File: src/rtl/mem_stage_if.sv
// ---------------------------------------------------------------------------
// mem_stage_if -- data-RAM request/response bus used by the MEM stage.
//
//   ram_en          request valid; held high until ram_ack is seen
//   ram_write_en    byte-lane write strobes (all zero for a load)
//   ram_addr        word-aligned byte address
//   ram_write_data  store data, replicated across the lanes
//   ram_ack         RAM has completed the request this cycle
//   ram_read_data   load data, valid in the ram_ack cycle
//
// master: the pipeline (mem_stage).  slave: the data RAM.
// ---------------------------------------------------------------------------
interface mem_stage_if;
  logic        ram_en;
  logic [3:0]  ram_write_en;
  logic [31:0] ram_addr;
  logic [31:0] ram_write_data;
  logic        ram_ack;
  logic [31:0] ram_read_data;

  modport master (
    output ram_en, ram_write_en, ram_addr, ram_write_data,
    input  ram_ack, ram_read_data
  );

  modport slave (
    input  ram_en, ram_write_en, ram_addr, ram_write_data,
    output ram_ack, ram_read_data
  );
endinterface

File: src/rtl/mem_stage.sv
// ---------------------------------------------------------------------------
// mem_stage -- memory-access stage of a 5-stage MIPS-style pipeline.
//
// Issues at most one data-RAM request per instruction, stalls the front of
// the pipeline while a request is outstanding, and formats load data
// (lane extraction plus zero/sign extension) for write-back.
//
// Ports
//   clk, rst                 clock; synchronous active-high reset
//   flush                    discard the current instruction
//   stall_current_stage      controller is holding this stage
//   mem_*_in                 load/store control, size, store data
//   result_in                ALU result / effective address
//   reg_write_*_in           GPR write-back control
//   current_pc_addr_in       PC of the instruction
//   ram                      data-RAM bus (mem_stage_if.master)
//   result_out, reg_write_*_out, current_pc_addr_out   to MEM/WB
//   stall_request            ask the controller to freeze IF..MEM
//   address_error_out, bad_vaddr_out   misalignment report
//
// Build option: define MEM_ADDR_CHECK_EN to flag misaligned half/word
// accesses and suppress their RAM request and write-back. Without it,
// misaligned accesses proceed with truncated byte enables.
// ---------------------------------------------------------------------------
module mem_stage (
  input  logic        clk,
  input  logic        rst,
  input  logic        flush,
  input  logic        stall_current_stage,
  input  logic        mem_read_flag_in,
  input  logic        mem_write_flag_in,
  input  logic        mem_sign_ext_flag_in,
  input  logic [3:0]  mem_sel_in,
  input  logic [31:0] mem_write_data_in,
  input  logic [31:0] result_in,
  input  logic        reg_write_en_in,
  input  logic [4:0]  reg_write_addr_in,
  input  logic [31:0] current_pc_addr_in,
  mem_stage_if.master ram,
  output logic [31:0] result_out,
  output logic        reg_write_en_out,
  output logic [4:0]  reg_write_addr_out,
  output logic [31:0] current_pc_addr_out,
  output logic        stall_request,
  output logic        address_error_out,
  output logic [31:0] bad_vaddr_out
);

  // IDLE : no request outstanding (same-cycle acks complete here)
  // WAIT : request issued, waiting for ram_ack, pipeline frozen
  // DONE : data captured, instruction still held; do not re-issue
  // DRAIN: instruction flushed, finishing the orphaned request
  typedef enum logic [1:0] {IDLE, WAIT, DONE, DRAIN} state_t;

  state_t      state;
  logic [31:0] data_buf;
  logic [1:0]  offset;
  logic        addr_err;
  logic        access;
  logic [31:0] load_src;
  logic [31:0] lane;
  logic [31:0] load_data;
  logic [31:0] store_data;
  logic        ram_en_c;
  logic        stall_c;

  assign offset = result_in[1:0];

`ifdef MEM_ADDR_CHECK_EN
  always_comb begin
    addr_err = 1'b0;
    if (!rst && (mem_read_flag_in || mem_write_flag_in)) begin
      if (mem_sel_in == 4'b0011)      addr_err = offset[0];
      else if (mem_sel_in == 4'b1111) addr_err = (offset != 2'b00);
    end
  end
  assign bad_vaddr_out = addr_err ? result_in : 32'h0;
`else
  assign addr_err      = 1'b0;
  assign bad_vaddr_out = 32'h0;
`endif

  assign address_error_out = addr_err;
  assign access = (mem_read_flag_in | mem_write_flag_in) & ~flush & ~addr_err;

  // Store data is replicated so every enabled lane carries the right bytes.
  always_comb begin
    // NOTE: every always_comb output gets a default first so that no path
    // leaves it unassigned, which would otherwise infer a latch.
    store_data = mem_write_data_in;
    case (mem_sel_in)
      4'b0001: store_data = {4{mem_write_data_in[7:0]}};
      4'b0011: store_data = {2{mem_write_data_in[15:0]}};
      default: ;
    endcase
  end

  // Load data comes straight off the bus except in DONE, where the bus has
  // moved on and the captured copy must be used.
  assign load_src = (state == DONE) ? data_buf : ram.ram_read_data;
  assign lane     = load_src >> {offset, 3'b000};

  always_comb begin
    load_data = lane;
    case (mem_sel_in)
      4'b0001: load_data = mem_sign_ext_flag_in ? {{24{lane[7]}}, lane[7:0]}
                                                : {24'h0, lane[7:0]};
      4'b0011: load_data = mem_sign_ext_flag_in ? {{16{lane[15]}}, lane[15:0]}
                                                : {16'h0, lane[15:0]};
      default: ;
    endcase
  end

  // Request and stall are combinational so a same-cycle ack costs no bubble.
  always_comb begin
    ram_en_c = 1'b0;
    stall_c  = 1'b0;
    if (!rst) begin
      case (state)
        IDLE: begin
          ram_en_c = access;
          stall_c  = access & ~ram.ram_ack;
        end
        WAIT: begin
          ram_en_c = 1'b1;
          stall_c  = ~flush;
        end
        DRAIN:   ram_en_c = 1'b1;   // a request is never abandoned
        default: ;                  // DONE: nothing issued while held
      endcase
    end
  end

  assign ram.ram_en         = ram_en_c;
  assign ram.ram_addr       = {result_in[31:2], 2'b00};
  // Shift in 4-bit context: lanes past byte 3 are dropped.
  assign ram.ram_write_en   = (ram_en_c && mem_write_flag_in) ? (mem_sel_in << offset) : 4'b0000;
  assign ram.ram_write_data = store_data;
  assign stall_request      = stall_c;

  assign result_out          = mem_read_flag_in ? load_data : result_in;
  assign reg_write_en_out    = reg_write_en_in & ~flush & ~addr_err & ~rst;
  assign reg_write_addr_out  = reg_write_addr_in;
  assign current_pc_addr_out = current_pc_addr_in;

  always_ff @(posedge clk) begin
    // NOTE: sequential state uses non-blocking assignments so every
    // register samples pre-edge values regardless of statement order.
    if (rst) begin
      // NOTE: data_buf is a single register, not a memory array, so it is
      // cheap to clear and gives a defined load value after reset.
      state    <= IDLE;
      data_buf <= '0;
    end else begin
      case (state)
        IDLE: begin
          if (access) begin
            if (ram.ram_ack) begin
              data_buf <= ram.ram_read_data;
              if (stall_current_stage) state <= DONE;
            end else begin
              state <= WAIT;
            end
          end
        end
        WAIT: begin
          if (flush) begin
            state <= ram.ram_ack ? IDLE : DRAIN;
          end else if (ram.ram_ack) begin
            data_buf <= ram.ram_read_data;
            state    <= DONE;
          end
        end
        DONE:  if (flush || !stall_current_stage) state <= IDLE;
        DRAIN: if (ram.ram_ack) state <= IDLE;
        default: state <= IDLE;
      endcase
    end
  end

endmodule
File: src/flat_wrapper.sv
// flat-port wrapper written by rule: the top's interface ports become plain ports
module mem_stage_flat 
  (clk, rst, flush, stall_current_stage, mem_read_flag_in, mem_write_flag_in, mem_sign_ext_flag_in, mem_sel_in, mem_write_data_in, result_in, reg_write_en_in, reg_write_addr_in, current_pc_addr_in, result_out, reg_write_en_out, reg_write_addr_out, current_pc_addr_out, stall_request, address_error_out, bad_vaddr_out, ram_ram_en, ram_ram_write_en, ram_ram_addr, ram_ram_write_data, ram_ram_ack, ram_ram_read_data);
  mem_stage_if ram_i ();
  input  logic clk;
  input  logic rst;
  input  logic flush;
  input  logic stall_current_stage;
  input  logic mem_read_flag_in;
  input  logic mem_write_flag_in;
  input  logic mem_sign_ext_flag_in;
  input  logic [3:0] mem_sel_in;
  input  logic [31:0] mem_write_data_in;
  input  logic [31:0] result_in;
  input  logic reg_write_en_in;
  input  logic [4:0] reg_write_addr_in;
  input  logic [31:0] current_pc_addr_in;
  output logic [31:0] result_out;
  output logic reg_write_en_out;
  output logic [4:0] reg_write_addr_out;
  output logic [31:0] current_pc_addr_out;
  output logic stall_request;
  output logic address_error_out;
  output logic [31:0] bad_vaddr_out;
  output wire logic [$bits(ram_i.ram_en)-1:0] ram_ram_en;
  output wire logic [$bits(ram_i.ram_write_en)-1:0] ram_ram_write_en;
  output wire logic [$bits(ram_i.ram_addr)-1:0] ram_ram_addr;
  output wire logic [$bits(ram_i.ram_write_data)-1:0] ram_ram_write_data;
  input wire logic [$bits(ram_i.ram_ack)-1:0] ram_ram_ack;
  input wire logic [$bits(ram_i.ram_read_data)-1:0] ram_ram_read_data;
  assign ram_ram_en = ram_i.ram_en;
  assign ram_ram_write_en = ram_i.ram_write_en;
  assign ram_ram_addr = ram_i.ram_addr;
  assign ram_ram_write_data = ram_i.ram_write_data;
  assign ram_i.ram_ack = ram_ram_ack;
  assign ram_i.ram_read_data = ram_ram_read_data;
  mem_stage u_core (.clk(clk), .rst(rst), .flush(flush), .stall_current_stage(stall_current_stage), .mem_read_flag_in(mem_read_flag_in), .mem_write_flag_in(mem_write_flag_in), .mem_sign_ext_flag_in(mem_sign_ext_flag_in), .mem_sel_in(mem_sel_in), .mem_write_data_in(mem_write_data_in), .result_in(result_in), .reg_write_en_in(reg_write_en_in), .reg_write_addr_in(reg_write_addr_in), .current_pc_addr_in(current_pc_addr_in), .ram(ram_i), .result_out(result_out), .reg_write_en_out(reg_write_en_out), .reg_write_addr_out(reg_write_addr_out), .current_pc_addr_out(current_pc_addr_out), .stall_request(stall_request), .address_error_out(address_error_out), .bad_vaddr_out(bad_vaddr_out));
endmodule
File: config.mk
export PLATFORM = sky130hd
export DESIGN_NAME = mem_stage_flat
export DESIGN_NICKNAME = d
export VERILOG_FILES = /design/src/rtl/mem_stage_if.sv /design/src/rtl/mem_stage.sv /design/src/flat_wrapper.sv
export SDC_FILE = /design/constraint.sdc
export NUM_CORES = 1
export LEC_CHECK = 0
export BUFFER_PORTS_ARGS = -buffer_cell sky130_fd_sc_hd__buf_2
export CAP_MARGIN = 0
export CELL_PAD_IN_SITES_DETAIL_PLACEMENT = 0
export CELL_PAD_IN_SITES_GLOBAL_PLACEMENT = 1
export CORE_MARGIN = 3
export CORE_UTILIZATION = 26
export CTS_CLUSTER_DIAMETER = 40
export CTS_CLUSTER_SIZE = 20
export DETAILED_ROUTE_END_ITERATION = 8
export PLACE_DENSITY_LB_ADDON = 0.15
export SYNTH_ARGS = -nofsm -noshare
export SYNTH_HDL_FRONTEND = slang
export SYNTH_SLANG_ARGS = --single-unit
File: constraint.sdc
create_clock -name clk -period 2.4 [get_ports clk]
set_input_delay 0.12 -clock clk [delete_from_list [all_inputs] [get_ports clk]]
set_output_delay 0.12 -clock clk [all_outputs]
set_load 0.01 [all_outputs]
Yosys cells after proc, flatten, opt, wreduce, memory -nomap -nowiden
Cells that the tools add are included.
Word-level totals
  input bits: 146
  register bits after elaboration: 34
  output and inout bits: 173
  logic and storage cells: 55
Operators by class
  shift operators: 2
  mux-type cells: 24
  equal/unequal tests: 11
  reduce and logical (&&, ||, !) cells: 8
  bitwise operators: 8
Operator list (number)
  $mux 32: 7
  $pmux 32 s2: 3
  $shr 32x5->32: 1
  $mux 2: 8
  $pmux 2 s4: 1
  $ne 2x2->1 const B: 3
  $ne 3x3->1 const B: 2
  $reduce_and 5->1: 1
  $and 1x1->1: 4
  $eq 2x2->1 const B: 2
  $eq 4x1->1 const B: 1
  $eq 4x2->1 const B: 1
  $mux 4: 1
  $pmux 1 s2: 2
  $shl 4x2->4: 1
  $not 1->1: 3
  $reduce_and 3->1: 1
  $eq 2x1->1 const B: 1
  $logic_not 2->1: 1
  $mux 1: 2
  $ne 2x1->1 const B: 1
  $reduce_bool 2->1: 1
  $reduce_or 2->1: 1
  $logic_and 1x1->1: 1
  other kinds (3): 3

Logic depth before layout (Yosys ltp)
Gate-level depths: netlist of the first run.
  depth after elaboration: 6
  depth in mapped cells: 9
  mapped depth without buffers: 5

Worst setup path after synthesis of the first run
No wires, ideal clock.
  path kind: register to output
  start point: reg u_core.state[0]
  end point: out result_out[30]
  data arrival time: 1800 ps
  buffers on the path: 3
  cell stages (with the launch flop): 9
  data required time: 2280 ps
  slack: 480 ps
  path through: dfxtp_1 -> buf_6 -> nand2b_4 -> buf_6 -> mux4_2 -> o221ai_4 -> and2_1 -> buf_6 -> a21oi_2
Between the ends
  longest elaborated chain between the ends: 6
  elaborated cells on any way between the ends: 7
  classes of those cells: eq/ne (1); shift (1); mux (5)
RTL lines
  start, declared: line mem_stage.sv:55  | state_t state;
  start signal, assigned: line mem_stage.sv:168  | state <= ram.ram_ack ? IDLE : DRAIN;
  $eq 2x2->1 *: line mem_stage.sv:100  | assign load_src = (state == DONE) ? data_buf : ram.ram_read_data;
  $mux 32 *: line mem_stage.sv:100
  $shr 32x5->32 *: line mem_stage.sv:101  | assign lane = load_src >> {offset, 3'b000};
  $mux 32 (on tied branches): line mem_stage.sv:108, mem_stage.sv:106
  $pmux 32 s2 *: line mem_stage.sv:105  | case (mem_sel_in)
  $mux 32 *: line mem_stage.sv:141  | assign result_out = mem_read_flag_in ? load_data : result_in;
  end, declared: line flat_wrapper.sv:18  | output logic [31:0] result_out;
Every way passes the cells marked *; elsewhere a longest branch is shown, timed or not.

Worst setup path in the final report of the first run
  start point: reg u_core.state[0]
  end point: out result_out[13]
The elaborated chain is that of the path after synthesis.

==> results.cfg, run 1 <==
[status]
status = complete, no violations

[worst_setup_path]
critPathLaunchType = register
rr_worst_depth = 4
worstSetupPathType = reg -> out
slowest_stage = mux2i_1
required_ps = 2280
worstPathArrival_ps = 2180
worstPathCellList = nand2b_4 -> buf_8 -> mux2i_1 -> o22ai_1 -> o21ai_0 -> a21oi_1 -> buf_2
crit_fanout = 27
cp-end-kind = output pin
cp_slowest_stage_delay_ps = 420

[global_routing]
grt_start_max_net_pins = 39
track_usage = 0.160
grt_first_pass_wirelength_um = 20500
overflow = 0
antenna_found_initial = 1
grt_pass1_vias = 3521

[final_layout]
layout.nets = 819
area_growth_pct = 17.8
final_layout_size_suffix_gt1_frac = 0.401
antennaDiodeCount = 0

[cts]
insertion_delay_ps = 280
h-tree-depth = 2
clk_pin_slew_worst_paths_ps = 50
cts_buffers = 5
cts_sinks = 34
cts_tree = yes
cts_root_buf = clkbuf_16
max-clock-path-buffers = 2

[routing]
num_vias = 3961
first_pass_iters = 5
via_per_inst = 4.62
drc = 0
drt_iter0_markers = 241
detail-route-antenna-nets = 0
route.detailed.wl_per_inst_um = 16.9
wirelength_um = 14500

[floorplan]
die_height_um = 128
die-area_um2 = 16400
die_w_um = 128
io_pins = 319
rows = 44
core_area_um2 = 14600
start_util = 0.266

[synthesis]
yosysWarningCount = 0
synth-seq-cells = 34
async_reset_ff_frac = 0
yosysMostFrequentCell = nand2_1
synth.largest_area_cell = buf_4
ys_types = 41
yosysTopAreaCellShare = 0.216
syn_inst = 552
synth_edf_count = 0
synth_area_per_cell_um2 = 7.04
ys_top_cells_by_area = buf_4 (22%), dfxtp_1 (18%), nand2_1 (12%)
ys.flop_type = dfxtp_1
syn-cell-area_um2 = 3880
yosysSeqAreaShare = 0.175
netlist_top_cells_count = nand2_1 (125), buf_4 (112), a21oi_1 (52)

[power]
peakVddDrop_mv = 0.226
power_mw = 2.03
power.net_switching_uw = 710
p_leak_nw = 2.34
power.density_nw_per_um2 = 444
combPwrFrac = 0.384
switching_share = 0.350
internal_power_mw = 1.32
p_clk_frac = 0.317
p_seq_frac = 0.299

[sta]
rsz0062_at_grt = no
drv_slew = 0
max_freq_mhz = 434
period_share = 0.959
setup_tns_ps = 0
worstMarginPinSlew_ps = 1060
finalSetupViolCount = 0
fin_crit_ps = 2300
slew_headroom = 0.293
hold_viol_final = 0
finalClockSkew_ps = 3.37

[min_path]
min_path_type = in -> reg
whs_path_depth = 3

[placed_design]
gp_congestion = 0.813
hpwl_um = 11900
portBuffers = 209

[flow_run]
max_cap_violations = 0
path summary, 6_finish.rpt:
| path | slack [ps] | start | to |
|---|---|---|---|
| worst min register to register | 450 | u_core.data_buf[5] | u_core.data_buf[5] |
| worst max register to register | 480 | u_core.state[1] | u_core.data_buf[0] |
| worst min-delay path | 90 | ram_ram_read_data[5] | u_core.data_buf[5] |
| worst max-delay path | 100 | u_core.state[0] | result_out[13] |
routing by layer:
layer / part of all wire / vias to the layer above / track usage
met1: 0.44 / 1819 / 0.222
met4: 0.021 / 2 / 0.0449
met3: 0.061 / 26 / 0.0288
li1: - / 1947 / -
met2: 0.48 / 167 / 0.254
met5: 0.00048 / - / 0
cells by family (layout without fill, tap and decap cells):
| group | count (synthesis) | after routing | synth area share |
|---|---|---|---|
| buf+inv | 151 | 239 | 0.262 |
| simple gates | 204 | 204 | 0.218 |
| flops | 34 | 34 | 0.175 |
| mux | 59 | 59 | 0.182 |
| xor+xnor | 1 | 1 | 0.00225 |
| compound gates | 102 | 102 | 0.160 |
| other cells | 1 | 35 | 0.000965 |
metrics by stage:
stage / utilization / instance area (um^2) / worst slack [ps] / hold WS [ps] / cells
finish: 0.314 / 4580 / 97.6 / 94.1 / 858
detailed placement: 0.303 / 4420 / 196 / 240 / 850
global route: 0.314 / 4580 / 7.95 / 104 / 858
floorplan: - / 4010 / 480 / 199 / 586
CTS: 0.313 / 4570 / 14.6 / 90.1 / 858
global placement: 0.303 / 4420 / 246 / 240 / 850
worst max-delay path, delay by kind of cell (launching register included):
family	cells	cell delay, ps
AO/OA/AOI/OAI	3	560
buffers and inverters	2	420
flip-flops	1	330
multiplexers	1	420
AND/OR/NAND/NOR	1	170
power by group through the flow:
stage	Clock (mW)	Combinational, mW	Sequential (mW)
2_1_floorplan	0	0.586	0.614
3_3_place_gp	0	0.784	0.618
3_5_place_dp	0	0.784	0.619
4_1_cts	0.655	0.788	0.607
5_1_grt	0.676	0.859	0.610
6_report	0.644	0.780	0.607
final cells by class:
class                           instances  area (um^2)
Tap cell                              184          230
Timing Repair Buffer                  225         1170
Sequential cell                        34          682
Multi-Input combinational cell        401         2320
Fill cell                            1680        10000
Clock buffer                            7          143
Clock inverter                          1         5.00
Inverter                                6         22.5
registers in the layout, indices dropped and copies added, names as in the netlist:
register	cells
u_core.data_buf	32
u_core.state	2
cells in the final DEF (no fill, tap or decap), types with 5 or more instances in the layout:
| cell | synthesis | final |
|---|---|---|
| o22ai_1 | 8 | 8 |
| conb_1 | 1 | 35 |
| and2_1 | 6 | 5 |
| a21oi_1 | 52 | 52 |
| mux4_2 | 8 | 8 |
| a21oi_2 | 9 | 9 |
| buf_4 | 112 | 15 |
| nand2_1 | 125 | 125 |
| nand3_1 | 6 | 6 |
| clkbuf_16 | 0 | 5 |
| inv_1 | 5 | 5 |
| dfxtp_1 | 34 | 33 |
| a31oi_1 | 13 | 13 |
| mux2i_1 | 37 | 37 |
| nor2_1 | 49 | 49 |
| mux2_2 | 14 | 14 |
| buf_2 | 6 | 209 |
| o21ai_0 | 9 | 8 |
what timing repair did:
action / in CTS / in global routing
gates resized for setup: 2 / 4
setup buffers: 0 / 0
hold buffers: 0 / 0
endpoints found under the setup margin: 13 / 7
pin swaps: 0 / 0
Power figures use the tool's default switching activity.
==> run 2: changes to the inputs <==
--- a/config.mk
+++ b/config.mk
@@ -5,6 +5,7 @@
 export SDC_FILE = /design/constraint.sdc
 export NUM_CORES = 1
 export LEC_CHECK = 0
+export ABC_AREA = 1
 export BUFFER_PORTS_ARGS = -buffer_cell sky130_fd_sc_hd__buf_2
 export CAP_MARGIN = 0
 export CELL_PAD_IN_SITES_DETAIL_PLACEMENT = 0
==> results.cfg, run 2 <==
[final_layout]
reg_top3 = u_core.data_buf x32, u_core.state x2
largest-register = u_core.data_buf
layout.nets = 955
fillers = 1827
largest_register_ffs = 32
final_layout_size_suffix_gt1_frac = 0.346
utilization = 0.313
final_cell_mix = buf_2 (209), nand2_1 (150), nand3_1 (71)
area_growth_pct = 15.7
final_common_cell = buf_2
design_area_um2 = 4850

[synthesis]
ys.flop_type = dfxtp_1
synth-seq-cells = 34
ys_top_cells_by_area = buf_4 (21%), dfxtp_1 (16%), nand2_1 (13%)
syn_inst = 693
yosysWarningCount = 0
async_reset_ff_frac = 0
synth_area_per_cell_um2 = 6.05
syn-cell-area_um2 = 4200
yosysMostFrequentCell = nand2_1
synth.largest_area_cell = buf_4
synth_edf_count = 0
yosysSeqAreaShare = 0.162
yosysTopAreaCellShare = 0.206
ys_types = 30
netlist_top_cells_count = nand2_1 (150), buf_4 (115), nand3_1 (71)

[worst_setup_path]
worstPathArrival_ps = 2040
slowest_stage = dfxtp_1
worstPathCellList = inv_2 -> nand2_8 -> buf_4 -> nand2_1 -> o21ai_0 -> or2_2 -> nand2_1 -> nand2_1 -> a21oi_2 -> buf_2
required_ps = 2280
cp_common_cell = nand2_1
cp_slowest_stage_delay_ps = 340
critPathLaunchType = register
worstSetupPathType = reg -> out
crit_fanout = 17
cp-end-kind = output pin

[placed_design]
place_ws_ps = 336
place_area_um2 = 4660
portBuffers = 209
hpwl_um = 12700
gp_congestion = 0.830

[global_routing]
overflow = 0
grt_pass1_vias = 4269
grt_first_pass_wirelength_um = 23500
grt_start_max_net_pins = 39
antenna_found_initial = 2
track_usage = 0.165

[sta]
finalSetupViolCount = 0
slew_headroom = 0.582
rsz0062_at_grt = no
max_freq_mhz = 462
finalClockSkew_ps = 4.24
hold_ws_ps = 87.8
setup_tns_ps = 0
worstMarginPinSlew_ps = 627
period_share = 0.901
hold_viol_final = 0
drv_slew = 0
finalWorstSetupSlack_ps = 237
fin_crit_ps = 2160

[power]
peakVddDrop_mv = 0.272
power.density_nw_per_um2 = 539
p_leak_nw = 2.67

[floorplan]
die-area_um2 = 17700
die_w_um = 133
core_area_um2 = 15500
start_util = 0.271
die_height_um = 133
io_pins = 319
rows = 45

[routing]
wirelength_um = 15700
detail-route-antenna-nets = 0
first_pass_iters = 5
drc = 0
drt_iter0_markers = 357
num_vias = 4656
via_per_inst = 4.55
route.detailed.wl_per_inst_um = 15.4

[flow_run]
max_cap_violations = 0

[cts]
cts_sinks = 34
clk_pin_slew_worst_paths_ps = 60
insertion_delay_ps = 280
cts_root_buf = clkbuf_16
max-clock-path-buffers = 2
post_cts_buffers = 0
h-tree-depth = 2
cts_tree = yes
cts_buffers = 5

[min_path]
min_path_type = in -> reg

[status]
status = complete, no violations
[run 2: routing by layer]
layer  GRT usage  vias to the layer above  wire length [um]
li1            -                     2338                 -
met1       0.228                     2115              7140
met2       0.267                      172              7330
met3      0.0221                       31               887
met4      0.0462                        0               348
met5           0                        -                 0
[run 2: logic make-up after synthesis]
group	count (synthesis)	share of synthesized area
and+or+nand+nor	297	0.315
buffers and inverters	219	0.319
AOI/OAI and AO/OA	142	0.203
DFF	34	0.162
other	1	0.000894
[run 2: path summary, 6_finish.rpt]
check                                      startpoint                   to  slack, ps  cells after the start
worst min-delay path            ram_ram_read_data[14]  u_core.data_buf[14]         90                      3
worst max register to register        u_core.state[1]   u_core.data_buf[9]        720                      7
worst max-delay path                  u_core.state[0]       result_out[12]        240                     10
worst min register to register    u_core.data_buf[31]  u_core.data_buf[31]        460                      2
[run 2: stage by stage]
step	power, mW	cells
after floorplan	1.61	727
after global placement	1.85	1013
after detailed placement	1.86	1013
after CTS	2.63	1021
after global routing	2.80	1023
final	2.61	1023
[run 2: where the power goes]
part	total (mW)	switching, mW	leakage (nW)	internal [mW]
sequential	0.660	0.0397	0.279	0.621
combinational	1.19	0.762	2.31	0.431
clock	0.761	0.271	0.0761	0.490
[run 2: worst max-delay path: cells and delay by family (launching register included)]
| kind | cells | cell delay, ps |
|---|---|---|
| DFF | 1 | 340 |
| and+or+nand+nor | 5 | 670 |
| AOI/OAI and AO/OA | 2 | 230 |
| buffers and inverters | 3 | 520 |
[run 2: layout make-up]
type / instances / area, um^2 / share of cell area
antenna: 2 / 5.00 / 0.00103
sequential: 34 / 682 / 0.141
inverter: 72 / 270 / 0.0557
clock inverter: 3 / 45.0 / 0.00928
tap: 211 / 264 / 0.0544
timing repair buffer: 222 / 1150 / 0.236
clock buffer: 5 / 125 / 0.0258
multi-input combinational: 474 / 2310 / 0.477
[run 2: what timing repair did]
item / 4_1_cts / 5_1_grt
hold endpoints to repair: 0 / 0
gates resized for setup: 0 / 4
setup endpoints to repair: 0 / 19
hold buffers: 0 / 0
